`config.mk`:
```
export PLATFORM = sky130hd
export DESIGN_NAME = regfile_write_arbiter_flat
export DESIGN_NICKNAME = d
export VERILOG_FILES = /design/src/rtl/regfile_write_arbiter_if.sv /design/src/rtl/regfile_write_arbiter.sv /design/src/flat_wrapper.sv
export SDC_FILE = /design/constraint.sdc
export NUM_CORES = 1
export LEC_CHECK = 0
export CAP_MARGIN = 25
export CORE_ASPECT_RATIO = 1.1
export CORE_UTILIZATION = 32
export CTS_CLUSTER_SIZE = 24
export DETAILED_ROUTE_END_ITERATION = 16
export GPL_TIMING_DRIVEN = 0
export PLACE_DENSITY = 0.78
export SLEW_MARGIN = 5
export SYNTH_ARGS = -nofsm -noshare
export SYNTH_HDL_FRONTEND = slang
export SYNTH_SLANG_ARGS = --single-unit
export TNS_END_PERCENT = 30
```
`constraint.sdc`:
```
create_clock -name clk -period 1.7 [get_ports clk]
set_input_delay 0.34 -clock clk [delete_from_list [all_inputs] [get_ports clk]]
set_output_delay 0.34 -clock clk [all_outputs]
set_load 0.1 [all_outputs]
```
`src/rtl/regfile_write_arbiter_if.sv`:
```
`default_nettype none
// +----------------------------------------------------------------------------+
// | Module   : regfile_write_arbiter_if                                        |
// | Brief    : Requester, stall and decoder-side signals of the write arbiter. |
// | Revision : 1.0                                                             |
// +----------------------------------------------------------------------------+
interface regfile_write_arbiter_if #(
    parameter int DATA_WIDTH = 32,
    parameter int ADDR_BITS  = 5,
    parameter int NUM_REGS   = 32
);
    logic                  a_req;
    logic [ADDR_BITS-1:0]  a_addr;
    logic [DATA_WIDTH-1:0] a_data;
    logic                  a_gnt;
    logic                  b_req;
    logic [ADDR_BITS-1:0]  b_addr;
    logic [DATA_WIDTH-1:0] b_data;
    logic                  b_gnt;
    logic                  wr_stall;
    logic                  wr_ld;
    logic [ADDR_BITS-1:0]  wr_sel;
    logic [DATA_WIDTH-1:0] wr_data;
    logic [NUM_REGS-1:0]   pend;
    logic                  collide;

    // Master is the surrounding pipeline: requesters plus the register file.
    modport master (
        output a_req, a_addr, a_data, b_req, b_addr, b_data, wr_stall,
        input  a_gnt, b_gnt, wr_ld, wr_sel, wr_data, pend, collide
    );

    modport slave (
        input  a_req, a_addr, a_data, b_req, b_addr, b_data, wr_stall,
        output a_gnt, b_gnt, wr_ld, wr_sel, wr_data, pend, collide
    );
endinterface
`default_nettype wire

```
`src/rtl/regfile_write_arbiter.sv`:
```
`default_nettype none
// +----------------------------------------------------------------------------+
// | Module   : regfile_write_arbiter                                           |
// | Brief    : Round-robin arbiter sharing the register-file write port        |
// |            between ALU and load writeback, with a one-entry output stage.  |
// | Revision : 1.0                                                             |
// +----------------------------------------------------------------------------+
module regfile_write_arbiter #(
    parameter int DATA_WIDTH = 32,
    parameter int ADDR_BITS  = 5,
    parameter int NUM_REGS   = 32
) (
    input  wire logic               clk,
    input  wire logic               rst_n,
    regfile_write_arbiter_if.slave  bus
);

    logic                  r_out_valid;
    logic [ADDR_BITS-1:0]  r_out_addr;
    logic [DATA_WIDTH-1:0] r_out_data;
    logic                  r_last_b;
    logic                  r_collide;

    logic                  w_can_acc;
    logic                  w_contest;
    logic                  w_a_gnt;
    logic                  w_b_gnt;
    logic                  w_gnt;
    logic                  w_drain;
    logic [ADDR_BITS-1:0]  w_gnt_addr;
    logic [DATA_WIDTH-1:0] w_gnt_data;

    // A full stage that drains this cycle can be refilled in the same cycle.
    assign w_can_acc = !r_out_valid || !bus.wr_stall;
    assign w_contest = bus.a_req && bus.b_req;
    assign w_drain   = r_out_valid && !bus.wr_stall;

    always_comb begin
        w_a_gnt = 1'b0;
        w_b_gnt = 1'b0;
        if (w_can_acc) begin
            if (bus.a_req && (!bus.b_req || r_last_b)) begin
                w_a_gnt = 1'b1;
            end else if (bus.b_req) begin
                w_b_gnt = 1'b1;
            end
        end
    end

    assign w_gnt      = w_a_gnt || w_b_gnt;
    assign w_gnt_addr = w_a_gnt ? bus.a_addr : bus.b_addr;
    assign w_gnt_data = w_a_gnt ? bus.a_data : bus.b_data;

    always_ff @(posedge clk or negedge rst_n) begin
        if (!rst_n) begin
            r_out_valid <= 1'b0;
            r_out_addr  <= '0;
            r_out_data  <= '0;
            r_last_b    <= 1'b1;
            r_collide   <= 1'b0;
        end else begin
            if (w_gnt && w_contest) begin
                r_last_b <= w_b_gnt;
            end
            // Writes to %g0 are granted but never reach the register file.
            if (w_gnt && (w_gnt_addr != '0)) begin
                r_out_valid <= 1'b1;
                r_out_addr  <= w_gnt_addr;
                r_out_data  <= w_gnt_data;
            end else if (w_drain) begin
                r_out_valid <= 1'b0;
            end
            r_collide <= w_contest && (bus.a_addr == bus.b_addr) && (bus.a_addr != '0);
        end
    end

    assign bus.a_gnt   = w_a_gnt;
    assign bus.b_gnt   = w_b_gnt;
    assign bus.wr_ld   = r_out_valid;
    assign bus.wr_sel  = r_out_addr;
    assign bus.wr_data = r_out_data;
    assign bus.collide = r_collide;

    for (genvar i = 0; i < NUM_REGS; i++) begin : g_pend
        assign bus.pend[i] = r_out_valid && (r_out_addr == ADDR_BITS'(i));
    end

endmodule
`default_nettype wire
```
`src/flat_wrapper.sv`:
```
// flat-port wrapper written by rule: the top's interface ports become plain ports
module regfile_write_arbiter_flat 
#(
    parameter int DATA_WIDTH = 32,
    parameter int ADDR_BITS  = 5,
    parameter int NUM_REGS   = 32
)
  (clk, rst_n, bus_a_req, bus_a_addr, bus_a_data, bus_b_req, bus_b_addr, bus_b_data, bus_wr_stall, bus_a_gnt, bus_b_gnt, bus_wr_ld, bus_wr_sel, bus_wr_data, bus_pend, bus_collide);
  regfile_write_arbiter_if #(.DATA_WIDTH(DATA_WIDTH), .ADDR_BITS(ADDR_BITS), .NUM_REGS(NUM_REGS)) bus_i ();
  input  wire logic clk;
  input  wire logic rst_n;
  input wire logic [$bits(bus_i.a_req)-1:0] bus_a_req;
  input wire logic [$bits(bus_i.a_addr)-1:0] bus_a_addr;
  input wire logic [$bits(bus_i.a_data)-1:0] bus_a_data;
  input wire logic [$bits(bus_i.b_req)-1:0] bus_b_req;
  input wire logic [$bits(bus_i.b_addr)-1:0] bus_b_addr;
  input wire logic [$bits(bus_i.b_data)-1:0] bus_b_data;
  input wire logic [$bits(bus_i.wr_stall)-1:0] bus_wr_stall;
  output wire logic [$bits(bus_i.a_gnt)-1:0] bus_a_gnt;
  output wire logic [$bits(bus_i.b_gnt)-1:0] bus_b_gnt;
  output wire logic [$bits(bus_i.wr_ld)-1:0] bus_wr_ld;
  output wire logic [$bits(bus_i.wr_sel)-1:0] bus_wr_sel;
  output wire logic [$bits(bus_i.wr_data)-1:0] bus_wr_data;
  output wire logic [$bits(bus_i.pend)-1:0] bus_pend;
  output wire logic [$bits(bus_i.collide)-1:0] bus_collide;
  assign bus_i.a_req = bus_a_req;
  assign bus_i.a_addr = bus_a_addr;
  assign bus_i.a_data = bus_a_data;
  assign bus_i.b_req = bus_b_req;
  assign bus_i.b_addr = bus_b_addr;
  assign bus_i.b_data = bus_b_data;
  assign bus_i.wr_stall = bus_wr_stall;
  assign bus_a_gnt = bus_i.a_gnt;
  assign bus_b_gnt = bus_i.b_gnt;
  assign bus_wr_ld = bus_i.wr_ld;
  assign bus_wr_sel = bus_i.wr_sel;
  assign bus_wr_data = bus_i.wr_data;
  assign bus_pend = bus_i.pend;
  assign bus_collide = bus_i.collide;
  regfile_write_arbiter #(.DATA_WIDTH(DATA_WIDTH), .ADDR_BITS(ADDR_BITS), .NUM_REGS(NUM_REGS)) u_core (.clk(clk), .rst_n(rst_n), .bus(bus_i));
endmodule
```
==> out/qor.yml, run 1 <==
timing:
  timing.final.ws_setup_ns: -0.193
  hold_viol_final: 0
  period_share_pct: 111
  slew_viol_final: 0
  rsz0062_at_grt: "yes"
  period_minus_slack_ns: 1.89
  fmax_mhz: 528
  clock_skew_ns: 0.0112
  tightestPinTransition_ns: 0.569
  setup_viol: 49
  relSlewSlack_pct: 62.2
synth:
  synth_top_family_by_area: "compound AO/OA/AOI/OAI gates"
  synth-seq-cells: 40
  synth_area_leaders: "dfrtp_1, o22ai_1, inv_1, nor2_1, a21oi_1"
  yosysWarningCount: 0
  yosys.area.top_type: "dfrtp_1"
  synth_area_mm2: 0.00215
  synthDominantCellAreaShare_pct: 45.5
  yosysSeqAreaShare_pct: 46.7
  synth-simple-area-share_pct: 13.8
  syn-instance-count: 241
  synth-compound-area-share_pct: 24.9
  synth_nets: 320
  synthXorXnorAreaFrac_pct: 2.04
  synthAdderAreaFrac_pct: 0
  avgSynthCellArea_um2: 8.90
  yosysUniqueCellTypes: 30
  synth.area.mux_share_pct: 0.933
cts:
  cts_root_buffer: "clkbuf_8"
  clkSinkCount: 40
  cts-buffers-inserted: 5
  insertion_delay_ns: 0.29
  clk_pin_slew_ns: 0.09
  cts_max_level: 2
  clockBufferDepth: 2
  tritoncts: "built"
grt:
  grt_pass1_vias: 2777
  grtUsageTotal_pct: 26.6
  grt_max_degree: 38
  antenna_found_initial: 0
  grt_pass1_wl_um: 14200
  gr-total-overflow: 0
power_and_ir_drop:
  p_per_area_mw_per_mm2: 1300
  max-vdd-ir-drop_mv: 0.861
  p_sw_share_pct: 57.2
  comb_power_share_pct: 69.2
  p_leak_nw: 2.09
  switchingPower_mw: 3.81
  power_frac_seq_pct: 21.4
  clockPowerShare_pct: 9.5
  p_int_mw: 2.85
floorplan:
  die_height_um: 87.9
  core_area_mm2: 0.00631
  boundaryPins: 152
  die_w_um: 80.1
  initial_utilization_pct: 34.0
  rows: 30
  dieArea_mm2: 0.00704
route:
  via_per_inst: 5.16
  first_pass_iters: 4
  wl_per_cell_um: 18.1
  num_vias: 2676
  ant_nets: 0
  drt_iter0_markers: 140
  totalWireLength_um: 9400
  drc: 0
layout:
  final_cells: 519
  nets: 517
  nFillCells: 374
  final_area_mm2: 0.00513
  drive_above_1_share_pct: 52.8
  syn2layout_area_growth_pct: 139
  antenna_cells: 0
setup_path:
  cp.arrival_ns: 1.55
  cp-end-kind: "output port"
  reg2reg_setup_slack_ns: -0.06
  crit_required_ns: 1.36
  path_class: "reg2out"
  start_kind: "register"
  worst-path-max-fanout: 6
min_path:
  hp-class: "in2reg"
placed_design:
  dp_cells: 472
  port_buffers: 150
  placed_area_mm2: 0.00409
  dp_hpwl_um: 5500
  place.gp.congestion: 0.747
run_status:
  violations: "setup timing"
  outcome: "finished with violations"
flow_run:
  drv_cap: 0
-- state kept, by name, summed over array words and instances, names as in the netlist --
name,count
u_core.bus.wr_ld,1
u_core.r_last_b,1
u_core.bus.collide,1
u_core.bus.wr_data,32
u_core.bus.wr_sel,5
-- per-stage QoR --
| step | setup WS [ns] | hold WS (ns) | utilization (%) | power (mW) | setup TNS, ns |
|---|---|---|---|---|---|
| finish | -0.193 | 0.369 | 81.4 | 6.66 | -5.02 |
| global route | -0.247 | 0.371 | 81.4 | 6.91 | -7.68 |
| CTS | -0.147 | 0.377 | 79.6 | 6.51 | -3.64 |
| detailed placement | -1.17 | 0.161 | 64.9 | 5.38 | -58.32 |
| global placement | -1.16 | 0.483 | 64.7 | 5.34 | -88.30 |
| floorplan | -0.328 | 0.0444 | - | 4.40 | -19.38 |
-- final cells by class --
type / count / area [um2] / share of cell area [%]
well taps: 80 / 100 / 1.95
repair buffers: 190 / 2190 / 42.7
inverters: 36 / 145 / 2.83
flip-flops and latches: 40 / 1020 / 20.0
clock inverters: 1 / 8.76 / 0.171
plain buffers: 12 / 141 / 2.76
clock buffers: 7 / 76.3 / 1.49
multi-input cells: 153 / 1440 / 28.1
-- critical path: stages (launching register included) --
cell and delay [ns]:
dfrtp_4 0.55, nor2_4 0.21, nand3_4 0.17, nor2_4 0.16, buf_12 0.18
-- logic make-up (layout without fill, tap and decap cells) --
group	Yosys count	in the layout
AOI/OAI and AO/OA	80	80
and+or+nand+nor	66	66
buffers and inverters	48	246
DFF	40	40
xor gates and xnor gates	5	5
muxes	2	2
-- routing by layer --
layer	share of wire, %	track usage [%]	routed length, um	up-vias
li1	-	-	-	1235
met1	37	29.5	3510	1273
met2	53	47.4	4950	148
met3	7.4	8.02	694	20
met4	2.6	10.9	246	0
met5	0	0	0	-
-- cells in the final DEF, fill, tap and decap left out, types with 3 or more instances in the layout --
cell type,count
nand2_1,3
o22ai_2,12
nand3_4,4
buf_6,15
xnor2_1,5
nand2_8,3
clkbuf_2,3
buf_4,31
buf_2,5
dfrtp_1,33
clkbuf_8,5
nand2_4,4
a21oi_1,19
a21oi_2,18
nor2_4,36
inv_1,32
o22ai_1,23
dfrtp_4,6
clkdlybuf4s15_2,36
clkdlybuf4s50_1,66
nand3_1,3
clkbuf_1,3
buf_12,37
-- path summary, 6_finish.rpt --
kind / startpoint / end / cells after the start
hold / removal: bus_b_addr[0] / u_core.bus.wr_sel[0] / 3
hold reg to reg: u_core.bus.wr_data[7] / u_core.bus.wr_data[7] / 2
setup reg to reg: u_core.r_last_b / u_core.bus.wr_data[30] / 7
max in group asynchronous: rst_n / u_core.r_last_b / 3
min in group asynchronous: rst_n / u_core.bus.wr_data[20] / 2
setup / recovery: u_core.bus.wr_sel[4] / bus_pend[8] / 4
-- what timing repair did --
action	in CTS	in global routing
endpoints found under the hold margin	3	0
setup buffers	35	1
hold buffers	1	0
gates cloned	2	0
pin swaps	41	10
setup endpoints to repair	111	74
resized for setup	475	39
-- synthesized netlist by cell type --
master and n:
nand2b_1 1, o311ai_0 1, o221ai_1 1, nor4_1 2
xnor2_1 5, nor3_1 2, clkbuf_1 1, nor2b_1 1
a21oi_2 13, buf_6 6, or4_4 2, a211o_1 1
a21oi_1 24, nand4_1 2, o21ai_0 2, nand2_1 10
and3_1 2, o22ai_1 35, a311oi_2 1, buf_8 1
nor2_1 36, inv_1 36, dfrtp_1 39, nand3_1 7
o2111ai_2 2, buf_2 1, nand2_2 1, buf_4 3
mux2i_1 2, dfstp_2 1
-- power by group through the flow --
stage	sequential [mW]	combinational (mW)	clock [mW]
floorplan	3.13	1.27	0
global placement	1.41	3.93	0
detailed placement	1.43	3.96	0
CTS	1.41	4.45	0.648
global route	1.46	4.76	0.698
finish	1.42	4.61	0.630
Note: power is estimated with default switching activity, not from simulation.
==> run 2: changes to the inputs <==
ABC_AREA = 1   (was not set)
CORE_UTILIZATION = 34   (was 32)
==> run 2 against run 1 <==
  * The run still ends with setup timing left
  * Global-route usage fell by 3.7 points
  * Sequential share of layout area fell by 1.7 points
  * Design area rose by 8.1%
  * Via count rose by 23%
==> out/qor.yml, run 2 <==
run_status:
  outcome: "finished with violations"  # unchanged
  violations: "setup timing"  # unchanged
placed_design:
  dp_hpwl_um: 6340  # was 5500 um
  port_buffers: 151  # was 150
  place.gp.congestion: 0.907  # was 0.747
  dpl_worst_slack_ns: -1.41  # was -1.17 ns
route:
  totalWireLength_um: 9760  # was 9400 um
  first_pass_iters: 4  # unchanged
  drc: 0  # unchanged
  num_vias: 3296  # was 2676
  via_per_inst: 4.92  # was 5.16
  drt_iter0_markers: 127  # was 140
  ant_nets: 0  # unchanged
  wl_per_cell_um: 14.6  # was 18.1 um
layout:
  multi_input_area_mm2: 0.00181  # was 0.00144 mm2
  final_cell_mix: "nand2_1, clkdlybuf4s50_1, nor2_4"  # was clkdlybuf4s50_1, buf_12, nor2_4, clkdlybuf4s15_2, dfrtp_1
  register_area_mm2: 0.00101  # was 0.00102 mm2
  fin_util_pct: 79.2  # was 81.4%
  drive_above_1_share_pct: 41.0  # was 52.8%
  antenna_cells: 0  # unchanged
  nets: 663  # was 517
  syn2layout_area_growth_pct: 125  # was 139%
  largest_reg_flops: 32  # unchanged
  nFillCells: 484  # was 374
  final_common_cell: "nand2_1"  # was clkdlybuf4s50_1
setup_path:
  worst-path-max-fanout: 6  # unchanged
  cp-end-kind: "output port"  # unchanged
  crit_end: "bus_pend[13]"  # was bus_pend[8]
  reg2regPathDepth: 11  # was 7
  start_kind: "register"  # unchanged
  r2r_start: "u_core.r_last_b"  # unchanged
  crit_required_ns: 1.36  # about the same
  crit_path_start: "u_core.bus.wr_sel[1]"  # was u_core.bus.wr_sel[4]
  rr_endpoint: "u_core.bus.wr_sel[2]"  # was u_core.bus.wr_data[30]
  reg2reg_setup_slack_ns: -0.13  # was -0.06 ns
  path_class: "reg2out"  # unchanged
  cp.arrival_ns: 1.54  # was 1.55 ns
flow_run:
  drv_cap: 0  # unchanged
grt:
  grt_max_degree: 39  # was 38
  globalRouteMet2Util_pct: 45.3  # was 47.4%
  grtUsageMet3_pct: 3.09  # was 8.02%
  grtUsageMet1_pct: 24.8  # was 29.5%
  gr-total-overflow: 0  # unchanged
  grt_pass1_wl_um: 14200  # about the same
  antenna_found_initial: 0  # unchanged
  busiest_layer: "met2"  # unchanged
  grt_pass1_vias: 3055  # was 2777
  grtUsageTotal_pct: 22.9  # was 26.6%
cts:
  cts_max_level: 2  # unchanged
  cts-buffers-inserted: 5  # unchanged
  clk_pin_slew_ns: 0.08  # was 0.09 ns
  clkSinkCount: 40  # unchanged
  clockBufferDepth: 2  # unchanged
  cts_root_buffer: "clkbuf_8"  # unchanged
  tritoncts: "built"  # unchanged
  insertion_delay_ns: 0.30  # was 0.29 ns
power_and_ir_drop:
  max-vdd-ir-drop_mv: 1.28  # was 0.861 mV
  p_leak_nw: 2.63  # was 2.09 nW
  p_per_area_mw_per_mm2: 1770  # was 1300 mW/mm2
floorplan:
  rows: 32  # was 30
  core_area_mm2: 0.00701  # was 0.00631 mm2
  die_w_um: 83.3  # was 80.1 um
  initial_utilization_pct: 35.3  # was 34.0%
  boundaryPins: 152  # unchanged
  dieArea_mm2: 0.00761  # was 0.00704 mm2
  die_height_um: 91.4  # was 87.9 um
synth:
  yosysWarningCount: 0  # unchanged
  yosysUniqueCellTypes: 22  # was 30
  yosys-top-cells-count: "nand2_1, nor2_1, dfrtp_1, nand3_1, inv_1"  # was dfrtp_1, inv_1, nor2_1, o22ai_1, a21oi_1
  ys.flop_type: "dfrtp_1"  # unchanged
  synth_nets: 472  # was 320
  synth-seq-cells: 40  # unchanged
  synth_edf_count: 0  # unchanged
  yosys.area.top_type: "dfrtp_1"  # unchanged
  syn-instance-count: 393  # was 241
  synth_area_mm2: 0.00247  # was 0.00215 mm2
  synth_area_leaders: "dfrtp_1, nand2_1, nand3_1, nor2_1, inv_1"  # was dfrtp_1, o22ai_1, inv_1, nor2_1, a21oi_1
  yosysMostFrequentCell: "nand2_1"  # was dfrtp_1
  async_flop_share_pct: 100  # unchanged
  avgSynthCellArea_um2: 6.28  # was 8.90 um2
  yosysSeqAreaShare_pct: 40.6  # was 46.7%
  synthDominantCellAreaShare_pct: 39.5  # was 45.5%
timing:
  timing.final.ws_setup_ns: -0.183  # was -0.193 ns
  period_share_pct: 111  # about the same
  rsz0062_at_grt: "yes"  # unchanged
  slew_viol_final: 0  # unchanged
  fmax_mhz: 531  # was 528 MHz
  tightestPinTransition_ns: 0.568  # was 0.569 ns
  period_minus_slack_ns: 1.88  # was 1.89 ns
  setup_viol: 72  # was 49
  clock_skew_ns: 0.00966  # was 0.0112 ns
  hold_viol_final: 0  # unchanged
  relSlewSlack_pct: 62.3  # was 62.2%
min_path:
  hp-class: "in2async"  # was in2reg
run 2: changes by cell type after synthesis, moves of 7 or more:
cell,change
nand2_1,+198
clkbuf_1,+7
o22ai_1,-35
a21oi_1,-22
nand3_1,+31
inv_1,-14
a21oi_2,-13
nor2_1,+10
run 2: cell type report:
class                           instances  share of cell area (%)
Buffer                                 19                    3.83
Clock buffer                            6                    1.49
Clock inverter                          2                   0.248
Inverter                               24                    1.71
Multi-Input combinational cell        311                    32.6
Sequential cell                        40                    18.3
Tap cell                               85                    1.92
Timing Repair Buffer                  183                    39.9
run 2: logic make-up (layout without fill, tap and decap cells):
logic type | after synthesis | after routing | synth area share [%]
simple gates | 304 | 305 | 49.5
buf+inv | 43 | 234 | 8.16
flops | 40 | 40 | 40.6
compound gates | 5 | 5 | 1.42
xor+xnor | 1 | 1 | 0.355
run 2: where the power goes:
group,internal (mW),leakage (nW),switching [mW]
Combinational,2.06,2.09,5.33
Clock,0.332,0.0516,0.360
Sequential,1.37,0.486,0.385
run 2: worst min path at each step:
stage,slack [ns],endpoint,start
global route,0.40,u_core.bus.wr_data[1],rst_n
detailed placement,0.15,u_core.bus.wr_data[1],rst_n
CTS,0.37,u_core.bus.wr_data[1],rst_n
finish,0.39,u_core.bus.wr_data[1],rst_n
global placement,0.45,u_core.bus.wr_data[10],u_core.bus.wr_data[10]
floorplan,0.04,u_core.bus.collide,rst_n
run 2: stage by stage:
step | std cells | TNS, ns | cell area [um2] | power [mW] | hold slack, ns
global route | 670 | -13.04 | 5550 | 10.2 | 0.400
floorplan | 393 | -27.71 | 2770 | 6.44 | 0.0444
detailed placement | 630 | -55.64 | 4400 | 7.96 | 0.152
global placement | 629 | -81.60 | 4390 | 7.87 | 0.452
CTS | 647 | -7.72 | 5030 | 9.09 | 0.368
finish | 670 | -8.38 | 5550 | 9.84 | 0.395
run 2: routing by layer:
layer | wire length (um) | up-vias | part of all wire (%)
li1 | - | 1588 | -
met3 | 532 | 21 | 5.5
met4 | 231 | 0 | 2.4
met5 | 0 | - | 0
met1 | 3600 | 1542 | 37
met2 | 5400 | 145 | 55
run 2: timing repair:
| item | in CTS | in global routing |
|---|---|---|
| hold buffers | 1 | 0 |
| pin swaps | 5 | 16 |
| endpoints found under the hold margin | 2 | 0 |
| setup endpoints to repair | 111 | 74 |
| cloned | 1 | 5 |
| resized for setup | 445 | 99 |
| buffers inserted | 7 | 18 |
run 2: worst max-delay path, cell delays in order, from the launching register on:
cell	delay (ns)
dfrtp_2	0.47
buf_6	0.14
nor2_4	0.09
buf_12	0.14
nand2_4	0.07
nor2_4	0.14
buf_12	0.19
==> run 3: changes to the inputs <==
SETUP_SLACK_MARGIN = 0.3   (was not set)
SLEW_MARGIN = 25   (was 5)
==> run 3 against run 2 <==
  * The run still ends with setup timing left
  * Cell count increased by 0.15%
  * Die area unchanged
  * Design area decreased by 1.8%
==> out/qor.yml, run 3 (synthesis gave the netlist of run 2 again) <==
setup_path:
  reg2reg_setup_slack_ns: -0.11  # was -0.13 ns
  cp_num_buf_inv: 3  # unchanged
  slowest_delay_ns: 0.46  # was 0.47 ns
  start_kind: "register"  # unchanged
  cp_top_family: "flip-flops"  # was buffers and inverters
  crit_required_ns: 1.36  # about the same
  r2r_start: "u_core.r_last_b"  # unchanged
  cp-end-kind: "output port"  # unchanged
  timing.critical_path.slowest_stage_cell: "dfrtp_2"  # unchanged
  rr_endpoint: "u_core.bus.wr_data[0]"  # was u_core.bus.wr_sel[2]
  reg2regPathDepth: 12  # was 11
  worst-path-max-fanout: 4  # was 6
  cp.arrival_ns: 1.52  # was 1.54 ns
  path_class: "reg2out"  # unchanged
  path_cells: "buf_6 -> nor2_4 -> buf_6 -> nand2_4 -> nor2_4 -> buf_12"  # was buf_6 -> nor2_4 -> buf_12 -> nand2_4 -> nor2_4 -> buf_12
timing:
  period_minus_slack_ns: 1.86  # was 1.88 ns
  clock_skew_ns: 0.0116  # was 0.00966 ns
  slew_viol_final: 0  # unchanged
  whs_ns: 0.0111  # was 0.395 ns
  rsz0062_at_grt: "yes"  # unchanged
  tightestPinTransition_ns: 0.530  # was 0.568 ns
  relSlewSlack_pct: 64.7  # was 62.3%
  hold_viol_final: 0  # unchanged
  period_share_pct: 109  # was 111%
  fmax_mhz: 539  # was 531 MHz
  timing.final.ws_setup_ns: -0.157  # was -0.183 ns
  setup_viol: 71  # was 72
  tns_ns: -6.20  # was -8.38 ns
route:
  num_vias: 3304  # was 3296
  drt_iter0_markers: 162  # was 127
  ant_nets: 0  # unchanged
  wl_per_cell_um: 15.4  # was 14.6 um
  via_per_inst: 4.92  # about the same
  first_pass_iters: 4  # unchanged
  drc: 0  # unchanged
  totalWireLength_um: 10300  # was 9760 um
layout:
  nets: 664  # was 663
  antenna_cells: 0  # unchanged
  largest_reg_flops: 32  # unchanged
  drive_above_1_share_pct: 39.1  # was 41.0%
  syn2layout_area_growth_pct: 121  # was 125%
  final_cells: 671  # was 670
  fin_util_pct: 77.8  # was 79.2%
  final_area_mm2: 0.00545  # was 0.00555 mm2
  final_cell_mix: "nand2_1, clkdlybuf4s50_1, buf_4"  # was nand2_1, clkdlybuf4s50_1, nor2_4
  final_common_cell: "nand2_1"  # unchanged
grt:
  grtUsageTotal_pct: 24.9  # was 22.9%
  grt_pass1_wl_um: 15200  # was 14200 um
  grt_max_degree: 22  # was 39
  gr-total-overflow: 0  # unchanged
  antenna_found_initial: 0  # unchanged
  grt_pass1_vias: 3150  # was 3055
power_and_ir_drop:
  comb_power_share_pct: 75.9  # was 75.1%
  clockPowerShare_pct: 6.9  # was 7.0%
  p_sw_share_pct: 61.3  # was 61.8%
  p_per_area_mw_per_mm2: 1850  # was 1770 mW/mm2
  switchingPower_mw: 6.18  # was 6.08 mW
  power_mw: 10.1  # was 9.84 mW
  max-vdd-ir-drop_mv: 1.34  # was 1.28 mV
  power_frac_seq_pct: 17.2  # was 17.9%
  p_int_mw: 3.91  # was 3.76 mW
  p_leak_nw: 2.70  # was 2.63 nW
cts:
  cts_hold_buf: 0  # was 1
  cts_max_level: 2  # unchanged
  clkSinkCount: 40  # unchanged
  insertion_delay_ns: 0.30  # about the same
  tritoncts: "built"  # unchanged
  cts_root_buffer: "clkbuf_8"  # unchanged
  cts-buffers-inserted: 5  # unchanged
  clockBufferDepth: 2  # unchanged
  clk_pin_slew_ns: 0.09  # was 0.08 ns
placed_design:
  dp_cells: 630  # unchanged
  place.gp.congestion: 0.907  # unchanged
  placed_area_mm2: 0.00441  # was 0.00440 mm2
  port_buffers: 151  # unchanged
  dp_hpwl_um: 6440  # was 6340 um
  dpl_worst_slack_ns: -1.41  # about the same
floorplan:
  die_height_um: 91.4  # unchanged
  boundaryPins: 152  # unchanged
  dieArea_mm2: 0.00761  # unchanged
  initial_utilization_pct: 35.3  # unchanged
  die_w_um: 83.3  # unchanged
  rows: 32  # unchanged
  core_area_mm2: 0.00701  # unchanged
flow_run:
  drv_cap: 0  # unchanged
run_status:
  outcome: "finished with violations"  # unchanged
  violations: "setup timing"  # unchanged
min_path:
  hp-class: "in2async"  # unchanged
==> run 3: changes by cell type in the layout (fill, tap and decap cells not counted), sizes merged <==
cell	change
buf	+37
clkdlybuf4s15	-34
clkbuf	+3
clkdlybuf4s18	-3
clkdlybuf4s50	-1
dlygate4sd2	+1
dlygate4sd3	-1
nand2	-1
==> run 3: worst register-to-register path, cell delays in order (launching register included) <==
cell and delay (ns):
dfstp_2 0.55, inv_2 0.04, nand2_4 0.10, nand3_4 0.10, buf_8 0.18, nand2_2 0.08
nand2_2 0.08, nand3_2 0.08, o21bai_4 0.08, buf_6 0.13, buf_6 0.13, nand2_1 0.08
nand2_1 0.07
==> run 3: layout make-up <==
class / count / area [um2]
Buffer: 19 / 210
Clock buffer: 6 / 82.6
Clock inverter: 2 / 13.8
Fill cell: 490 / 1560
Inverter: 24 / 103
Multi-Input combinational cell: 310 / 1790
Sequential cell: 40 / 1010
Tap cell: 85 / 106
Timing Repair Buffer: 185 / 2130
==> run 3: per-layer routing <==
metal	vias to the layer above	global-route usage [%]	routed length, um
li1	1589	-	-
met1	1545	27.0	3860
met2	146	49.1	5580
met3	24	3.55	565
met4	0	7.33	330
met5	-	0	0
==> run 3: power groups by stage <==
| stage | sequential, mW | combinational (mW) | clock [mW] |
|---|---|---|---|
| 2_1_floorplan | 4.45 | 1.99 | 0 |
| 3_3_place_gp | 1.64 | 6.23 | 0 |
| 3_5_place_dp | 1.66 | 6.31 | 0 |
| 4_1_cts | 1.72 | 7.12 | 0.700 |
| 5_1_grt | 1.78 | 7.95 | 0.742 |
| 6_report | 1.73 | 7.67 | 0.696 |
==> run 3: how the worst max path moves through the flow <==
| stage | from | to | slack, ns | cells past startpoint |
|---|---|---|---|---|
| after global routing | u_core.bus.wr_sel[2] | bus_pend[4] | -0.21 | 5 |
| after CTS | u_core.bus.wr_sel[0] | bus_pend[9] | -0.12 | 5 |
| final | u_core.bus.wr_sel[0] | bus_pend[22] | -0.16 | 6 |
| after floorplan | u_core.bus.wr_ld | u_core.bus.wr_data[0] | -0.50 | 9 |
| after detailed placement | bus_a_req | bus_a_gnt | -1.41 | 5 |
| after global placement | bus_a_req | bus_a_gnt | -1.39 | 5 |
==> run 3: repair_timing <==
item                                    in CTS  in global routing
buffers inserted                            19                 12
endpoints found under the setup margin     112                 86
gates resized for setup                    605                 48
pin swaps                                   15                 15
cloned                                       2                  0
